--- src/rtl/uart_tx_mmio.sv ---
// Memory-mapped 8N1 UART transmitter: byte stores to TX_ADDR are queued in a
// small FIFO and shifted out LSB first; STAT_ADDR reads back {overflow, full, busy}.
module uart_tx_mmio #(
   parameter int          CLK_DIV    = 16,
   parameter int          FIFO_DEPTH = 8,
   parameter logic [31:0] TX_ADDR    = 32'h1000,
   parameter logic [31:0] STAT_ADDR  = 32'h1004
) (
   input  logic        i_clk,
   input  logic        i_rst_n,
   input  logic        i_wen,
   input  logic [31:0] i_addr_d,
   input  logic [31:0] i_wdata,
   output logic [31:0] o_rdata,
   output logic        o_uart_out,
   output logic        o_busy,
   output logic        o_full
);

   localparam int AW = (FIFO_DEPTH > 1) ? $clog2(FIFO_DEPTH) : 1;
   localparam int TW = (CLK_DIV > 1) ? $clog2(CLK_DIV) : 1;

   typedef enum logic [1:0] {S_IDLE, S_START, S_DATA, S_STOP} state_t;

   state_t          r_state, w_state_nxt;
   logic [7:0]      r_mem [FIFO_DEPTH];
   logic [AW-1:0]   r_wptr, r_rptr;
   logic [AW:0]     r_count;
   logic            r_ovf;
   logic [TW-1:0]   r_timer;
   logic [2:0]      r_bidx;
   logic [7:0]      r_shift;
   logic            r_txd;

   logic            w_full, w_empty, w_busy;
   logic            w_push, w_pop, w_tdone;
   logic            w_txd_nxt, w_shift_sh, w_bidx_clr, w_bidx_inc;
   logic            w_unused;

   assign w_full   = (r_count == (AW+1)'(FIFO_DEPTH));
   assign w_empty  = (r_count == '0);
   assign w_busy   = (r_state != S_IDLE) || !w_empty;
   assign w_tdone  = (r_timer == TW'(CLK_DIV - 1));
   // full is the pre-edge value, so a same-edge pop never rescues a store
   assign w_push   = i_wen && (i_addr_d == TX_ADDR) && !w_full;
   assign w_unused = ^i_wdata[31:8];

   assign o_rdata    = (i_addr_d == STAT_ADDR) ? {29'b0, r_ovf, w_full, w_busy} : 32'b0;
   assign o_uart_out = r_txd;
   assign o_busy     = w_busy;
   assign o_full     = w_full;

   always_ff @(posedge i_clk) begin
      if (w_push) r_mem[r_wptr] <= i_wdata[7:0];
   end

   always_ff @(posedge i_clk) begin
      if (!i_rst_n) begin
         r_wptr  <= '0;
         r_rptr  <= '0;
         r_count <= '0;
         r_ovf   <= 1'b0;
      end else begin
         if (w_push) r_wptr <= r_wptr + 1'b1;
         if (w_pop)  r_rptr <= r_rptr + 1'b1;
         case ({w_push, w_pop})
            2'b10:   r_count <= r_count + 1'b1;
            2'b01:   r_count <= r_count - 1'b1;
            default: r_count <= r_count;
         endcase
         if (i_wen && (i_addr_d == TX_ADDR) && w_full)
            r_ovf <= 1'b1;
         else if (i_wen && (i_addr_d == STAT_ADDR))
            r_ovf <= 1'b0;
      end
   end

   always_ff @(posedge i_clk) begin
      if (!i_rst_n) r_state <= S_IDLE;
      else          r_state <= w_state_nxt;
   end

   always_comb begin
      w_state_nxt = r_state;
      case (r_state)
         S_IDLE:  if (!w_empty) w_state_nxt = S_START;
         S_START: if (w_tdone)  w_state_nxt = S_DATA;
         S_DATA:  if (w_tdone && (r_bidx == 3'd7)) w_state_nxt = S_STOP;
         S_STOP:  if (w_tdone)  w_state_nxt = w_empty ? S_IDLE : S_START;
         default: w_state_nxt = S_IDLE;
      endcase
   end

   always_comb begin
      w_pop      = 1'b0;
      w_txd_nxt  = r_txd;
      w_shift_sh = 1'b0;
      w_bidx_clr = 1'b0;
      w_bidx_inc = 1'b0;
      case (r_state)
         S_IDLE: begin
            if (!w_empty) begin
               w_pop     = 1'b1;
               w_txd_nxt = 1'b0;
            end
         end
         S_START: begin
            if (w_tdone) begin
               w_txd_nxt  = r_shift[0];
               w_bidx_clr = 1'b1;
            end
         end
         S_DATA: begin
            if (w_tdone) begin
               if (r_bidx == 3'd7) begin
                  w_txd_nxt = 1'b1;
               end else begin
                  w_shift_sh = 1'b1;
                  w_txd_nxt  = r_shift[1];
                  w_bidx_inc = 1'b1;
               end
            end
         end
         S_STOP: begin
            // chain straight into the next start bit when more data is queued
            if (w_tdone && !w_empty) begin
               w_pop     = 1'b1;
               w_txd_nxt = 1'b0;
            end
         end
         default: w_txd_nxt = 1'b1;
      endcase
   end

   always_ff @(posedge i_clk) begin
      if (!i_rst_n) begin
         r_timer <= '0;
         r_bidx  <= '0;
         r_shift <= '0;
         r_txd   <= 1'b1;
      end else begin
         r_txd <= w_txd_nxt;
         if ((r_state == S_IDLE) || w_tdone) r_timer <= '0;
         else                                r_timer <= r_timer + 1'b1;
         if (w_bidx_clr)      r_bidx <= '0;
         else if (w_bidx_inc) r_bidx <= r_bidx + 1'b1;
         if (w_pop)           r_shift <= r_mem[r_rptr];
         else if (w_shift_sh) r_shift <= {1'b0, r_shift[7:1]};
      end
   end

endmodule
--- config.mk ---
export PLATFORM = sky130hd
export DESIGN_NAME = uart_tx_mmio
export DESIGN_NICKNAME = d
export VERILOG_FILES = /design/src/rtl/uart_tx_mmio.sv
export SDC_FILE = /design/constraint.sdc
export NUM_CORES = 1
export LEC_CHECK = 0
export CAP_MARGIN = 20
export CORE_ASPECT_RATIO = 1.25
export CORE_UTILIZATION = 54
export DETAILED_ROUTE_END_ITERATION = 6
export GPL_ROUTABILITY_DRIVEN = 0
export PLACE_DENSITY_LB_ADDON = 0.15
export SLEW_MARGIN = 0
export SYNTH_ARGS = -nofsm -noshare
export SYNTH_HDL_FRONTEND = slang
export SYNTH_SLANG_ARGS = --single-unit
--- constraint.sdc ---
create_clock -name i_clk -period 8.5 [get_ports i_clk]
set_input_delay 1.7 -clock i_clk [delete_from_list [all_inputs] [get_ports i_clk]]
set_output_delay 1.7 -clock i_clk [all_outputs]
set_load 0.005 [all_outputs]
Word level (Yosys, flattened, before mapping) --
Memory sizes are Yosys's and may differ from the RTL's. A register that Yosys moved wholly into a read port is not among the register bits. Index checks and enable logic that the tools add are counted. W data, S select, Z words.
Word-level totals: register bits 29, bits in writable memories 64, bits of input ports 67, output and inout port bits 35, logic and storage cells 83, memories kept 1
Operators by class: add/subtract/negate cells 6, equality and inequality tests 16, muxes and demuxes 30, bitwise logic cells 1, reductions and logical operators 20
Memory list:
- r_mem | depth 8, width 8, rd ports 1, clocked after Yosys merged registers in 1, write ports 1, RTL line 26 | logic [7:0] r_mem [FIFO_DEPTH];
Operators with widths (count):
- $eq A32 B13 Y1 const B | 2
- $mux W1 | 17
- $mux W8 | 2
- $ne A2 B2 Y1 const B | 6
- $add A3 B1 Y3 const B | 3
- $mux W3 | 3
- $add A4 B1 Y4 const B | 2
- $eq A4 B4 Y1 const B | 2
- $mux W2 | 4
- $pmux W2 S4 | 1
- $pmux W4 S2 | 1
- $reduce_and A4 Y1 | 2
- $reduce_bool A2 Y1 | 4
- $eq A2 B2 Y1 const B | 3
- $logic_and A1 B1 Y1 | 6
- $eq A2 B1 Y1 const B | 2
- $logic_not A4 Y1 | 1
- $pmux W1 S4 | 1
- $reduce_or A2 Y1 | 2
- $sub A4 B1 Y4 const B | 1
- $eq A3 B3 Y1 const B | 1
- $logic_not A1 Y1 | 2
- $logic_not A2 Y1 | 1
- $logic_or A1 B1 Y1 | 2
- other kinds (2) | 2

Longest topological paths before layout --
Gate-level depths: netlist of the first run.
depth after elaboration 7, mapped depth 13, depth with buffers taken out 11

Worst setup path after synthesis of the first run --
Ideal clock, no wire load.
path kind input to output, from in i_addr_d[13], to out o_rdata[1], arrival 2.517 ns, data required time 6.800 ns, slack 4.283 ns, cell stages on the path 4, path buffers 0, path through nor4b_1 -> and4_1 -> and2_1 -> and3_1
On the way: cells in the longest elaborated chain, start to end 2
Ends and longest elaborated chain:
- start: declaration | RTL line 12 | input logic [31:0] i_addr_d,
- $eq A32 B13 Y1 | RTL line 48 | assign o_rdata = (i_addr_d == STAT_ADDR) ? {29'b0, r_ovf, w_full, w_busy} : 32'b0;
- $mux W3 | RTL line 48
- end: declaration | RTL line 14 | output logic [31:0] o_rdata,
Every way passes these cells.

Worst setup path in the final report of the first run --
from in i_addr_d[13], to out o_rdata[2]
The elaborated chain is that of the path after synthesis.

==> out/results.ini, run 1 <==
[status]
status=finished, final reports clean

[synthesis]
synth_flop_cell=edfxtp_1
netlist_instances=316
synthTopCellsByCount=edfxtp_1 (64), dfxtp_1 (32), buf_4 (30)
synth_top_area_cell=edfxtp_1
synth_edf_count=64
synth_top_area_frac=0.434
synth.distinct_cells=49
ys_seq_elements=96
synthTopCellsByArea=edfxtp_1 (43%), dfxtp_1 (14%), mux4_2 (8.1%)
yosys_warnings=0
synth.avg_cell_area_um2=14.0
ys_seq_area_frac=0.579
synth_area_um2=4420
yosys.cell_count.top_type=edfxtp_1
async_flop_share=0

[clocking]
clk_path_buf_depth=2
clk_pin_slew_worst_paths_ns=0.09
clock_sinks=96
cts_tree=done
cts_buffers=9
post_cts_buffers=0
cts_resized=0
cts_hold_buf=0
clock_tree.root_cell=clkbuf_8
insertion_delay_ns=0.37
htree_levels=3

[timing]
finalCriticalPeriod_ns=5.29
setup_viol=0
final_hold_viol_count=0
period_share=0.622
clock_skew_ns=0.00960
worst_pin_slew_ns=0.790
finalMaxSlewViolations=0
rsz0062_at_grt=false
tns_ns=0
fmax_mhz=189
relSlewSlack=0.472

[worst_setup_path]
rrSetupSlack_ns=5.48
cp_data_arrival_time_ns=3.59
worst_ep_required_time_ns=6.80
start_kind=input pin
r2r-start=r_state[0]
startpoint=i_addr_d[13]
critPathCaptureType=output pin
cp_max_fo=4
reg2reg_depth=11
critPathKind=input pin to output pin
crit_end=o_rdata[2]
reg2reg_to=r_count[2]

[detailed_routing]
routed_wl_mm=7.70
first_pass_iters=4
drtAntennaViolNets=0
drtIter0Drc=150
wire_per_inst_um=16.6
vias=2550
drc=0
via_per_inst=5.48

[cells_and_area]
antenna-diode-count=0
syn2layout_area_growth_pct=14.9
layout-drive-gt1-share=0.124
nFillCells=590
multi_input_area_um2=1670
post-route-util=0.645
layout.nets=445
seqCellArea_um2=2560

[floorplan]
coreArea_um2=7880
num_rows=36
start_util=0.561
die_h_um=103
fp.dieArea_um2=8560
fp.dieW_um=83.0
io_pins=102

[placed_design]
portBuffers=48
dp_hpwl_mm=5.29

[global_route]
grt_first_pass_wirelength_mm=12.6
grt.overflow.total=0
grt_usage=0.194
grt_pass1_vias=2502
grt_max_degree=21
antenna_found_initial=0

[worst_hold_path]
hp-class=register to register

[power]
powerDensity_nw_per_um2=169
leakage_nw=1.89
ir_drop_v=0.000150

[run]
drv_cap=0

[cell families (layout without fill, tap and decap cells)]
family                     Yosys count  in the layout  synth area share
DFF                                 96             96             0.579
other                                1             29          0.000848
and+or+nand+nor                     83             83             0.113
AOI/OAI and AO/OA                   29             29            0.0501
adders and majority gates           13             13            0.0368
muxes                               40             40             0.138
buffers and inverters               46             72            0.0662
xor gates and xnor gates             8              8            0.0158
[power by group]
part	total (mW)	leakage [nW]	internal, mW	switching [mW]
combinational	0.0692	0.965	0.0352	0.0340
sequential	0.503	0.833	0.500	0.00248
clock	0.286	0.0956	0.113	0.173
total	0.858	1.89	0.649	0.209
[sequential cells by signal, summed over array words and instances, names as in the netlist, named ones only]
register    cells
r_state         2
r_ovf           1
r_timer         4
r_rptr          3
r_bidx          3
r_wptr          3
r_mem          64
r_count         4
o_uart_out      1
r_shift         8
[worst min path at each step]
| stage | startpoint | end | depth (start not counted) | slack [ns] |
|---|---|---|---|---|
| final | r_timer[0] | r_timer[0] | 1 | 0.46 |
| after global routing | r_timer[0] | r_timer[0] | 1 | 0.52 |
| after detailed placement | r_timer[0] | r_timer[0] | 1 | 0.47 |
| after CTS | r_timer[0] | r_timer[0] | 1 | 0.48 |
| after floorplan | r_timer[0] | r_timer[0] | 1 | 0.42 |
| after global placement | r_timer[0] | r_timer[0] | 1 | 0.43 |
[stage by stage]
step                area [um2]  setup slack, ns  hold slack, ns  total power [mW]  instances
floorplan                 4530             4.28           0.418             0.557        344
global placement          4870             3.18           0.431             0.582        448
detailed placement        4870             3.19           0.466             0.583        448
CTS                       5060             3.18           0.481             0.863        464
global route              5080             3.02           0.516             0.891        465
finish                    5080             3.21           0.462             0.858        465
[layer usage]
layer / share of wire / vias to the layer above / GRT usage
li1: - / 1244 / -
met5: 0 / - / 0
met3: 0.028 / 11 / 0.0302
met4: 0.017 / 0 / 0.0809
met2: 0.52 / 51 / 0.355
met1: 0.43 / 1244 / 0.230
[worst max-delay path, cell delays in order]
cell and delay [ns]:
clkdlybuf4s50_1 0.40, nor4b_1 0.32, and4_1 0.31, and2_1 0.19, and3_1 0.17, clkdlybuf4s50_1 0.51
[cell type report]
class                           instances  share of cell area
Clock buffer                            9              0.0244
Timing Repair Buffer                   51               0.103
Tap cell                               95              0.0234
Inverter                                5             0.00369
Sequential cell                        96               0.504
Multi-Input combinational cell        202               0.329
Clock inverter                          7              0.0125
[layout by cell type (no fill, tap or decap), types with 9 or more instances in the layout]
| master | instances |
|---|---|
| clkbuf_8 | 9 |
| clkdlybuf4s50_1 | 48 |
| conb_1 | 29 |
| dfxtp_1 | 32 |
| edfxtp_1 | 64 |
| ha_1 | 13 |
| mux2i_1 | 16 |
| mux4_2 | 16 |
| nand2_1 | 21 |
| nor2_1 | 16 |
Power figures use the tool's default switching activity.
==> run 2, diff against run 1 <==
--- a/config.mk
+++ b/config.mk
@@ -7,7 +7,7 @@
 export LEC_CHECK = 0
 export CAP_MARGIN = 20
 export CORE_ASPECT_RATIO = 1.25
-export CORE_UTILIZATION = 54
+export CORE_UTILIZATION = 45
 export DETAILED_ROUTE_END_ITERATION = 6
 export GPL_ROUTABILITY_DRIVEN = 0
 export PLACE_DENSITY_LB_ADDON = 0.15
==> constraint.sdc (replaced) <==
create_clock -name i_clk -period 4.7 [get_ports i_clk]
set_input_delay 0.94 -clock i_clk [delete_from_list [all_inputs] [get_ports i_clk]]
set_output_delay 0.94 -clock i_clk [all_outputs]
set_load 0.005 [all_outputs]
==> out/results.ini, run 2 (synthesis results as in run 1) <==
[clocking]
clk_path_buf_depth=2  ; unchanged
htree_levels=3  ; unchanged
cts_hold_buf=0  ; unchanged
clock_tree.root_cell=clkbuf_16
post_cts_buffers=0  ; unchanged
clk_pin_slew_worst_paths_ns=0.07  ; -0.02 ns
insertion_delay_ns=0.35  ; -0.02 ns
cts_buffers=9  ; unchanged
cts_resized=0  ; unchanged
cts_tree=done
clock_sinks=96  ; unchanged

[global_route]
antenna_found_initial=0  ; unchanged
grt_usage=0.170  ; -0.0237
grt_first_pass_wirelength_mm=13.0  ; +3.2%
grt_pass1_vias=2522  ; +0.80%
grt_max_degree=21  ; unchanged
grt.overflow.total=0  ; unchanged

[placed_design]
dpl_cell_area_um2=4940  ; +1.5%
dp_cells=481  ; +7.4%
portBuffers=48  ; unchanged
dp_slack_ns=0.790  ; -2.40 ns
dp_hpwl_mm=5.41  ; +2.2%

[cells_and_area]
final_area_um2=5280  ; +3.8%
fin_cells=497  ; +6.9%
largest_reg_flops=64  ; unchanged
mostFrequentLayoutCells=edfxtp_1 (64), clkdlybuf4s50_1 (48), dfxtp_1 (32), conb_1 (29), nand2_1 (21)
final_common_cell=edfxtp_1
reg_top3=r_mem (64), r_shift (8)
layout-drive-gt1-share=0.127  ; +0.00236
nFillCells=787  ; +33%
post-route-util=0.552  ; -0.0929
syn2layout_area_growth_pct=19.3
antenna-diode-count=0  ; unchanged
layout.nets=446  ; +0.22%
largest_register=r_mem

[timing]
tns_ns=0  ; unchanged
worst_pin_slew_ns=0.790  ; +0.0000530 ns
finalCriticalPeriod_ns=3.71
rsz0062_at_grt=false
finalWorstSetupSlack_ns=0.992  ; -2.22 ns
period_share=0.789
relSlewSlack=0.472  ; about the same
setup_viol=0  ; unchanged
hold_slack_ns=0.445  ; -0.0172 ns
fmax_mhz=270
finalMaxSlewViolations=0  ; unchanged
clock_skew_ns=0.00893  ; -0.000667 ns
final_hold_viol_count=0  ; unchanged

[detailed_routing]
drtAntennaViolNets=0  ; unchanged
wire_per_inst_um=15.7  ; -5.0%
drc=0  ; unchanged
vias=2509  ; -1.6%
first_pass_iters=4  ; unchanged
drtIter0Drc=117  ; -22%
via_per_inst=5.05  ; -7.9%
routed_wl_mm=7.82  ; +1.6%

[run]
drv_cap=0  ; unchanged

[power]
leakage_nw=1.96  ; +3.8%
power_mw=1.85  ; +120%
powerDensity_nw_per_um2=351  ; +110%
ir_drop_v=0.000257  ; +72%

[worst_setup_path]
cpMostUsedCell=clkdlybuf4s50_1
startpoint=i_addr_d[22]
critPathCaptureType=output pin
cpPeakStageDelay_ns=0.51  ; about the same
worst_ep_required_time_ns=3.76  ; -3.04 ns
cp_max_fo=4  ; unchanged
path_cells=clkdlybuf4s50_1, nor4_1, and4_1, and2_1, and3_1, clkdlybuf4s50_1
start_kind=input pin
critPathKind=input pin to output pin
cp_data_arrival_time_ns=2.77  ; -0.82 ns
crit_path_top_delay_cell=clkdlybuf4s50_1
rrSetupSlack_ns=1.68  ; -3.80 ns
r2r-start=r_state[0]

[worst_hold_path]
hold_start=r_timer[0]
hp-class=register to register

[floorplan]
fp.dieW_um=90.7  ; +9.3%
io_pins=102  ; unchanged
die_h_um=113  ; +9.4%
fp.dieArea_um2=10200  ; +20%
start_util=0.463  ; -0.0984
num_rows=40  ; +11%
coreArea_um2=9560  ; +21%

[status]
status=finished, final reports clean

run 2: cell types whose count changed in the layout (fill, tap and decap cells not counted), sizes merged:
cell,change
bufinv,+2
clkinv,-2
buf,+1
run 2: cell type report:
type / count / area [um2] / share of cell area
Multi-Input combinational cell: 202 / 1670 / 0.317
Sequential cell: 96 / 2560 / 0.485
Tap cell: 126 / 158 / 0.0299
Clock inverter: 7 / 110 / 0.0209
Timing Repair Buffer: 52 / 531 / 0.100
Inverter: 5 / 18.8 / 0.00356
Clock buffer: 9 / 225 / 0.0427
run 2: per-layer routing:
metal  global-route usage  share of wire  vias to the layer above
li1                     -              -                     1253
met1                0.200           0.43                     1205
met2                0.296           0.52                       38
met3               0.0349          0.021                       13
met4               0.0817          0.022                        0
met5                    0              0                        -
run 2: path summary, 6_finish.rpt:
kind / end / depth (start not counted)
worst max register to register: r_count[2] / 11
worst max-delay path: o_rdata[0] / 6
worst min register to register: r_timer[0] / 1
worst min-delay path: r_timer[0] / 1
run 2: where the power goes:
group          total [mW]  switching, mW  internal, mW
sequential          0.909        0.00451         0.905
clock               0.816          0.336         0.479
combinational       0.125         0.0617        0.0637
run 2: worst max-delay path: cells and delay by family:
family | cells | cell delay (ns)
buf+inv | 2 | 0.91
simple gates | 4 | 0.92
==> run 3, diff against run 2 <==
--- a/config.mk
+++ b/config.mk
@@ -7,7 +7,7 @@
 export LEC_CHECK = 0
 export CAP_MARGIN = 20
 export CORE_ASPECT_RATIO = 1.25
-export CORE_UTILIZATION = 45
+export CORE_UTILIZATION = 50
 export DETAILED_ROUTE_END_ITERATION = 6
 export GPL_ROUTABILITY_DRIVEN = 0
 export PLACE_DENSITY_LB_ADDON = 0.15
==> constraint.sdc (replaced) <==
create_clock -name i_clk -period 3.9 [get_ports i_clk]
set_input_delay 0.78 -clock i_clk [delete_from_list [all_inputs] [get_ports i_clk]]
set_output_delay 0.78 -clock i_clk [all_outputs]
set_load 0.005 [all_outputs]
==> out/results.ini, run 3 (synthesis results as in run 1) <==
[detailed_routing]
vias=2587  ; +3.1%
drc=0  ; unchanged
first_pass_iters=4  ; unchanged
routed_wl_mm=7.98  ; +1.9%
drtIter0Drc=151  ; +29%
wire_per_inst_um=16.2  ; +3.0%
via_per_inst=5.26  ; +4.2%
drtAntennaViolNets=0  ; unchanged

[worst_setup_path]
critPathCaptureType=output pin
critPathKind=input pin to output pin
crit_path_top_delay_cell=clkdlybuf4s50_1
cpMostUsedCell=clkdlybuf4s50_1
rrSetupSlack_ns=0.85  ; -0.83 ns
cp_data_arrival_time_ns=2.64  ; -0.13 ns
worst_ep_required_time_ns=3.12  ; -0.64 ns
start_kind=input pin
critPathTopFamily=simple AND/OR/NAND/NOR gates
crit_buf_inv=2  ; unchanged
path_cells=clkdlybuf4s50_1, nor4_1, and4_1, and2_1, and3_1, clkdlybuf4s50_1
cp_max_fo=4  ; unchanged
cpPeakStageDelay_ns=0.51  ; about the same

[power]
pwr-share-clk=0.348  ; -0.093
powerDensity_nw_per_um2=374  ; +6.7%
p_int_mw=1.47  ; +1.6%
leakage_nw=1.90  ; -3.3%
p_switching_uw=445  ; +10%
switching_share=0.232  ; +0.0145
ir_drop_v=0.000274  ; +6.5%
power_frac_comb=0.080  ; +0.012
seqPwrFrac=0.572  ; +0.081

[global_route]
busiest_layer=met2
grt.overflow.total=0  ; unchanged
grt_max_degree=21  ; unchanged
grt_first_pass_wirelength_mm=12.9  ; -0.27%
grt_usage=0.189  ; +0.0192
grt_pass1_vias=2556  ; +1.3%
gr-usage-met2=0.332  ; +0.0357
grt_util_met3=0.0262  ; -0.00877
antenna_found_initial=0  ; unchanged
grt.met1_usage=0.227  ; +0.0274

[cells_and_area]
layout-drive-gt1-share=0.126  ; -0.000341
mostFrequentLayoutCells=edfxtp_1 (64), clkdlybuf4s50_1 (48), dfxtp_1 (32), conb_1 (29), nand2_1 (21)
nFillCells=723  ; -8.1%
largest_register=r_mem
antenna-diode-count=0  ; unchanged
syn2layout_area_growth_pct=15.8
post-route-util=0.592  ; +0.0399
final_area_um2=5120  ; -2.9%
final_common_cell=edfxtp_1
largest_reg_flops=64  ; unchanged
reg_top3=r_mem (64), r_shift (8)
layout.nets=447  ; +0.22%

[clocking]
cts_hold_buf=0  ; unchanged
htree_levels=3  ; unchanged
clock_tree.root_cell=clkbuf_8
cts_tree=done
post_cts_buffers=0  ; unchanged
cts_buffers=9  ; unchanged
clk_path_buf_depth=2  ; unchanged
clock_sinks=96  ; unchanged
cts_resized=0  ; unchanged
clk_pin_slew_worst_paths_ns=0.09  ; +0.02 ns
insertion_delay_ns=0.36  ; about the same

[placed_design]
portBuffers=48  ; unchanged
dp_slack_ns=0.426  ; -0.365 ns
dpl_cell_area_um2=4920  ; -0.40%
dp_hpwl_mm=5.53  ; +2.4%

[timing]
clock_skew_ns=0.00699  ; -0.00194 ns
final_hold_viol_count=0  ; unchanged
finalCriticalPeriod_ns=3.42
worst_pin_slew_ns=0.862  ; +0.0715 ns
fmax_mhz=293
finalWorstSetupSlack_ns=0.484  ; -0.508 ns
tns_ns=0  ; unchanged
hold_slack_ns=0.458  ; +0.0139 ns
relSlewSlack=0.424  ; -0.0482
rsz0062_at_grt=false
finalMaxSlewViolations=0  ; unchanged
period_share=0.876
setup_viol=0  ; unchanged

[floorplan]
fp.dieW_um=86.1  ; -5.0%
coreArea_um2=8650  ; -9.5%
fp.dieArea_um2=9230  ; -9.8%
io_pins=102  ; unchanged
die_h_um=107  ; -5.0%
num_rows=38  ; -5.0%
start_util=0.511  ; +0.0485

[run]
drv_cap=0  ; unchanged

[worst_hold_path]
hp-class=register to register

[status]
status=finished, final reports clean

[run 3: changes by cell type in the layout (fill, tap and decap cells not counted), sizes merged]
cell	delta
clkinv	+1
bufinv	-1
buf	+1
[run 3: through the flow]
stage	total power, mW	instances
detailed placement	1.27	476
global route	1.98	492
floorplan	1.21	344
CTS	1.93	492
finish	1.92	492
global placement	1.27	476
[run 3: area by class of cell]
type                       instances  area (um2)  area share
inverter                           5        18.8     0.00366
timing repair buffer              53         518       0.101
tap                              120         150      0.0293
clock buffer                       9         124      0.0242
clock inverter                     7        76.3      0.0149
sequential                        96        2560       0.500
multi-input combinational        202        1670       0.327
[run 3: metal layers]
metal	vias to the layer above	routed length [um]	share of wire
met5	-	0	0
li1	1249	-	-
met2	52	4190	0.52
met3	13	195	0.024
met4	0	145	0.018
met1	1273	3450	0.43
[run 3: worst paths after layout]
| check | startpoint | end | depth (start not counted) |
|---|---|---|---|
| max | i_addr_d[22] | o_rdata[0] | 6 |
| min | r_timer[0] | r_timer[0] | 1 |
| max reg2reg | r_state[0] | r_count[2] | 11 |
| min reg2reg | r_timer[0] | r_timer[0] | 1 |
[run 3: worst reg2reg max path: cells and delay by family (launching register included)]
| kind | cells | cell delay, ns |
|---|---|---|
| fa+ha+maj | 3 | 0.87 |
| buf+inv | 1 | 0.15 |
| flops | 1 | 0.34 |
| compound gates | 3 | 0.32 |
| simple gates | 2 | 0.97 |
| xor+xnor | 2 | 0.34 |
[run 3: power by group through the flow]
| stage | logic [mW] | clock network, mW | registers [mW] |
|---|---|---|---|
| 3_5_place_dp | 0.152 | 0 | 1.12 |
| 4_1_cts | 0.153 | 0.679 | 1.10 |
| 3_3_place_gp | 0.151 | 0 | 1.12 |
| 6_report | 0.153 | 0.667 | 1.10 |
| 5_1_grt | 0.173 | 0.715 | 1.10 |
| 2_1_floorplan | 0.0949 | 0 | 1.12 |
==> RTL edit: new RTL, settings of run 2 <==
Reset style: asynchronous (`i_rst_n`), changed in 3 clocked blocks.
--- a/src/rtl/uart_tx_mmio.sv
+++ b/src/rtl/uart_tx_mmio.sv
@@ -54,7 +54,7 @@
       if (w_push) r_mem[r_wptr] <= i_wdata[7:0];
    end
 
-   always_ff @(posedge i_clk) begin
+   always_ff @(posedge i_clk or negedge i_rst_n) begin
       if (!i_rst_n) begin
          r_wptr  <= '0;
          r_rptr  <= '0;
@@ -75,7 +75,7 @@
       end
    end
 
-   always_ff @(posedge i_clk) begin
+   always_ff @(posedge i_clk or negedge i_rst_n) begin
       if (!i_rst_n) r_state <= S_IDLE;
       else          r_state <= w_state_nxt;
    end
@@ -132,7 +132,7 @@
       endcase
    end
 
-   always_ff @(posedge i_clk) begin
+   always_ff @(posedge i_clk or negedge i_rst_n) begin
       if (!i_rst_n) begin
          r_timer <= '0;
          r_bidx  <= '0;
Behaviour: differs if i_rst_n is asserted again (counterexample within 4 cycles, from zero or initial values and one cycle with i_rst_n low); with i_rst_n held inactive, the same outputs for 10 cycles.
==> RTL edit against run 2 <==
  * Area after synthesis grew 2.1%
  * Worst setup slack lost 0.053 ns
  * Sequential cell count is 3 lower
  * First-iteration DRC count up 1.7%
  * Fmax shrank 1.4%
  * Power shrank 2.3%
  * Register-to-register slack improved by 0.37 ns
  * Via count is 4.2% lower
  * Non-clock buffer count unchanged
  * Final area is 1.2% higher
  * Wire length increased by 2.9%
  * Critical path type unchanged
  * Critical endpoint is now o_rdata[1]
==> RTL edit: results (changes against run 2) <==
<table>
<tr><th>Metric</th><th>Value</th></tr>
<tr><th colspan="2">Synth</th></tr>
<tr><td>List of most frequent post-synthesis cells</td><td>sky130_fd_sc_hd__edfxtp_1, sky130_fd_sc_hd__buf_4, sky130_fd_sc_hd__dfrtp_1 (was sky130_fd_sc_hd__edfxtp_1, sky130_fd_sc_hd__dfxtp_1, sky130_fd_sc_hd__buf_4)</td></tr>
<tr><td>Mux contribution to synthesized area</td><td>14.7% (was 13.8%)</td></tr>
<tr><td>Compound-Gate Fraction of Synth Area</td><td>3.24% (was 5.01%)</td></tr>
<tr><td>Mean cell area of the mapped netlist</td><td>15.6 um^2 (was 14.0 um^2)</td></tr>
<tr><td>Netlist cell types</td><td>54 (was 49)</td></tr>
<tr><td>Async SR Flop Fraction</td><td>31.2% (was 0%)</td></tr>
<tr><td>Top cells by area, synth</td><td>sky130_fd_sc_hd__edfxtp_1, sky130_fd_sc_hd__dfrtp_1, sky130_fd_sc_hd__mux4_2 (was sky130_fd_sc_hd__edfxtp_1, sky130_fd_sc_hd__dfxtp_1, sky130_fd_sc_hd__mux4_2)</td></tr>
<tr><td>Xor and xnor fraction of the mapped netlist area</td><td>2.13% (was 1.58%)</td></tr>
<tr><th colspan="2">Global route</th></tr>
<tr><td>Pin count of the biggest net entering global routing</td><td>30 (was 21)</td></tr>
<tr><td>Wire length of the first global-routing pass</td><td>12.6 mm (was 13.0 mm)</td></tr>
<tr><th colspan="2">STA</th></tr>
<tr><td>Slew at the pin closest to its max-slew limit</td><td>1.02 ns (was 0.790 ns)</td></tr>
<tr><td>Worst Clk Skew</td><td>0.00876 ns (was 0.00893 ns)</td></tr>
<tr><th colspan="2">Power</th></tr>
<tr><td>Net Sw Frac</td><td>20.8% (was 21.8%)</td></tr>
<tr><td>IR drop worst, VDD</td><td>0.000240 V (was 0.000257 V)</td></tr>
<tr><td>LEAKAGE</td><td>2.00 nW (was 1.96 nW)</td></tr>
<tr><th colspan="2">Drt</th></tr>
<tr><td>Number of DRC markers after the initial detailed-route iteration</td><td>119 (was 117)</td></tr>
<tr><td>DR vias</td><td>2404 (was 2509)</td></tr>
<tr><td>Total wire length after detailed routing</td><td>8.05 mm (was 7.82 mm)</td></tr>
<tr><th colspan="2">Placement</th></tr>
<tr><td>Hpwl dp</td><td>5.47 mm (was 5.41 mm)</td></tr>
<tr><td>Worst slack, placed</td><td>0.913 ns (was 0.790 ns)</td></tr>
<tr><th colspan="2">Clock tree</th></tr>
<tr><td>Buffer count from post-CTS setup fixing</td><td>0 (unchanged)</td></tr>
<tr><th colspan="2">Worst setup path</th></tr>
<tr><td>Largest fanout on the critical path</td><td>5 (was 4)</td></tr>
<tr><th colspan="2">Final layout</th></tr>
<tr><td>Layout cells sized above 1</td><td>17.0% (was 12.7%)</td></tr>
<tr><td>Final cell count without fillers</td><td>474 (was 497)</td></tr>
<tr><th colspan="2">Run status</th></tr>
<tr><td>Outcome</td><td>finished clean (unchanged)</td></tr>
</table>
## RTL edit: cell types whose count changed in the layout (fill, tap and decap cells not counted), sizes merged, moves of 6 or more
cell | run 2 | this run
o211a | 7 | 0
nor2 | 16 | 10
nand2 | 21 | 11
dfrtp | 0 | 28
mux2i | 16 | 23
dfxtp | 32 | 0
## RTL edit: layout make-up
cell class / instances / area share [%]
sequential: 93 / 49.6
multi-input combinational: 184 / 31.5
timing repair buffer: 52 / 9.56
clock buffer: 9 / 4.22
tap: 126 / 2.95
clock inverter: 7 / 1.97
inverter: 3 / 0.211
## RTL edit: worst paths after layout
path,start,to,slack [ns],cells past startpoint
max in group asynchronous,i_rst_n,o_uart_out,3.39,2
max reg2reg,r_state[0],r_count[2],2.05,12
min reg2reg,r_timer[0],r_timer[0],0.51,1
max,i_addr_d[8],o_rdata[1],0.94,6
min,r_timer[0],r_timer[0],0.51,1
min in group asynchronous,i_rst_n,r_count[2],0.98,2
## RTL edit: layer usage
layer  track usage [%]  up-vias  share of wire (%)
li1                  -     1166                  -
met1              20.7     1195                 44
met2              28.6       34                 53
met3              2.80        9                2.3
met4              7.62        0                1.6
met5                 0        -                  0
## RTL edit: worst max-delay path, cell delays in order
cell	delay [ns]
sky130_fd_sc_hd__clkdlybuf4s50_1	0.43
sky130_fd_sc_hd__nor4_2	0.31
sky130_fd_sc_hd__nand4_2	0.22
sky130_fd_sc_hd__nor2_1	0.24
sky130_fd_sc_hd__and3_1	0.18
sky130_fd_sc_hd__clkdlybuf4s50_1	0.50
## RTL edit: power groups by stage
stage               combinational (mW)  sequential (mW)  clock, mW
floorplan                       0.0546            0.932          0
finish                          0.0915            0.919      0.796
CTS                             0.0930            0.919      0.812
global route                     0.102            0.922      0.843
global placement                0.0892            0.936          0
detailed placement              0.0927            0.936          0
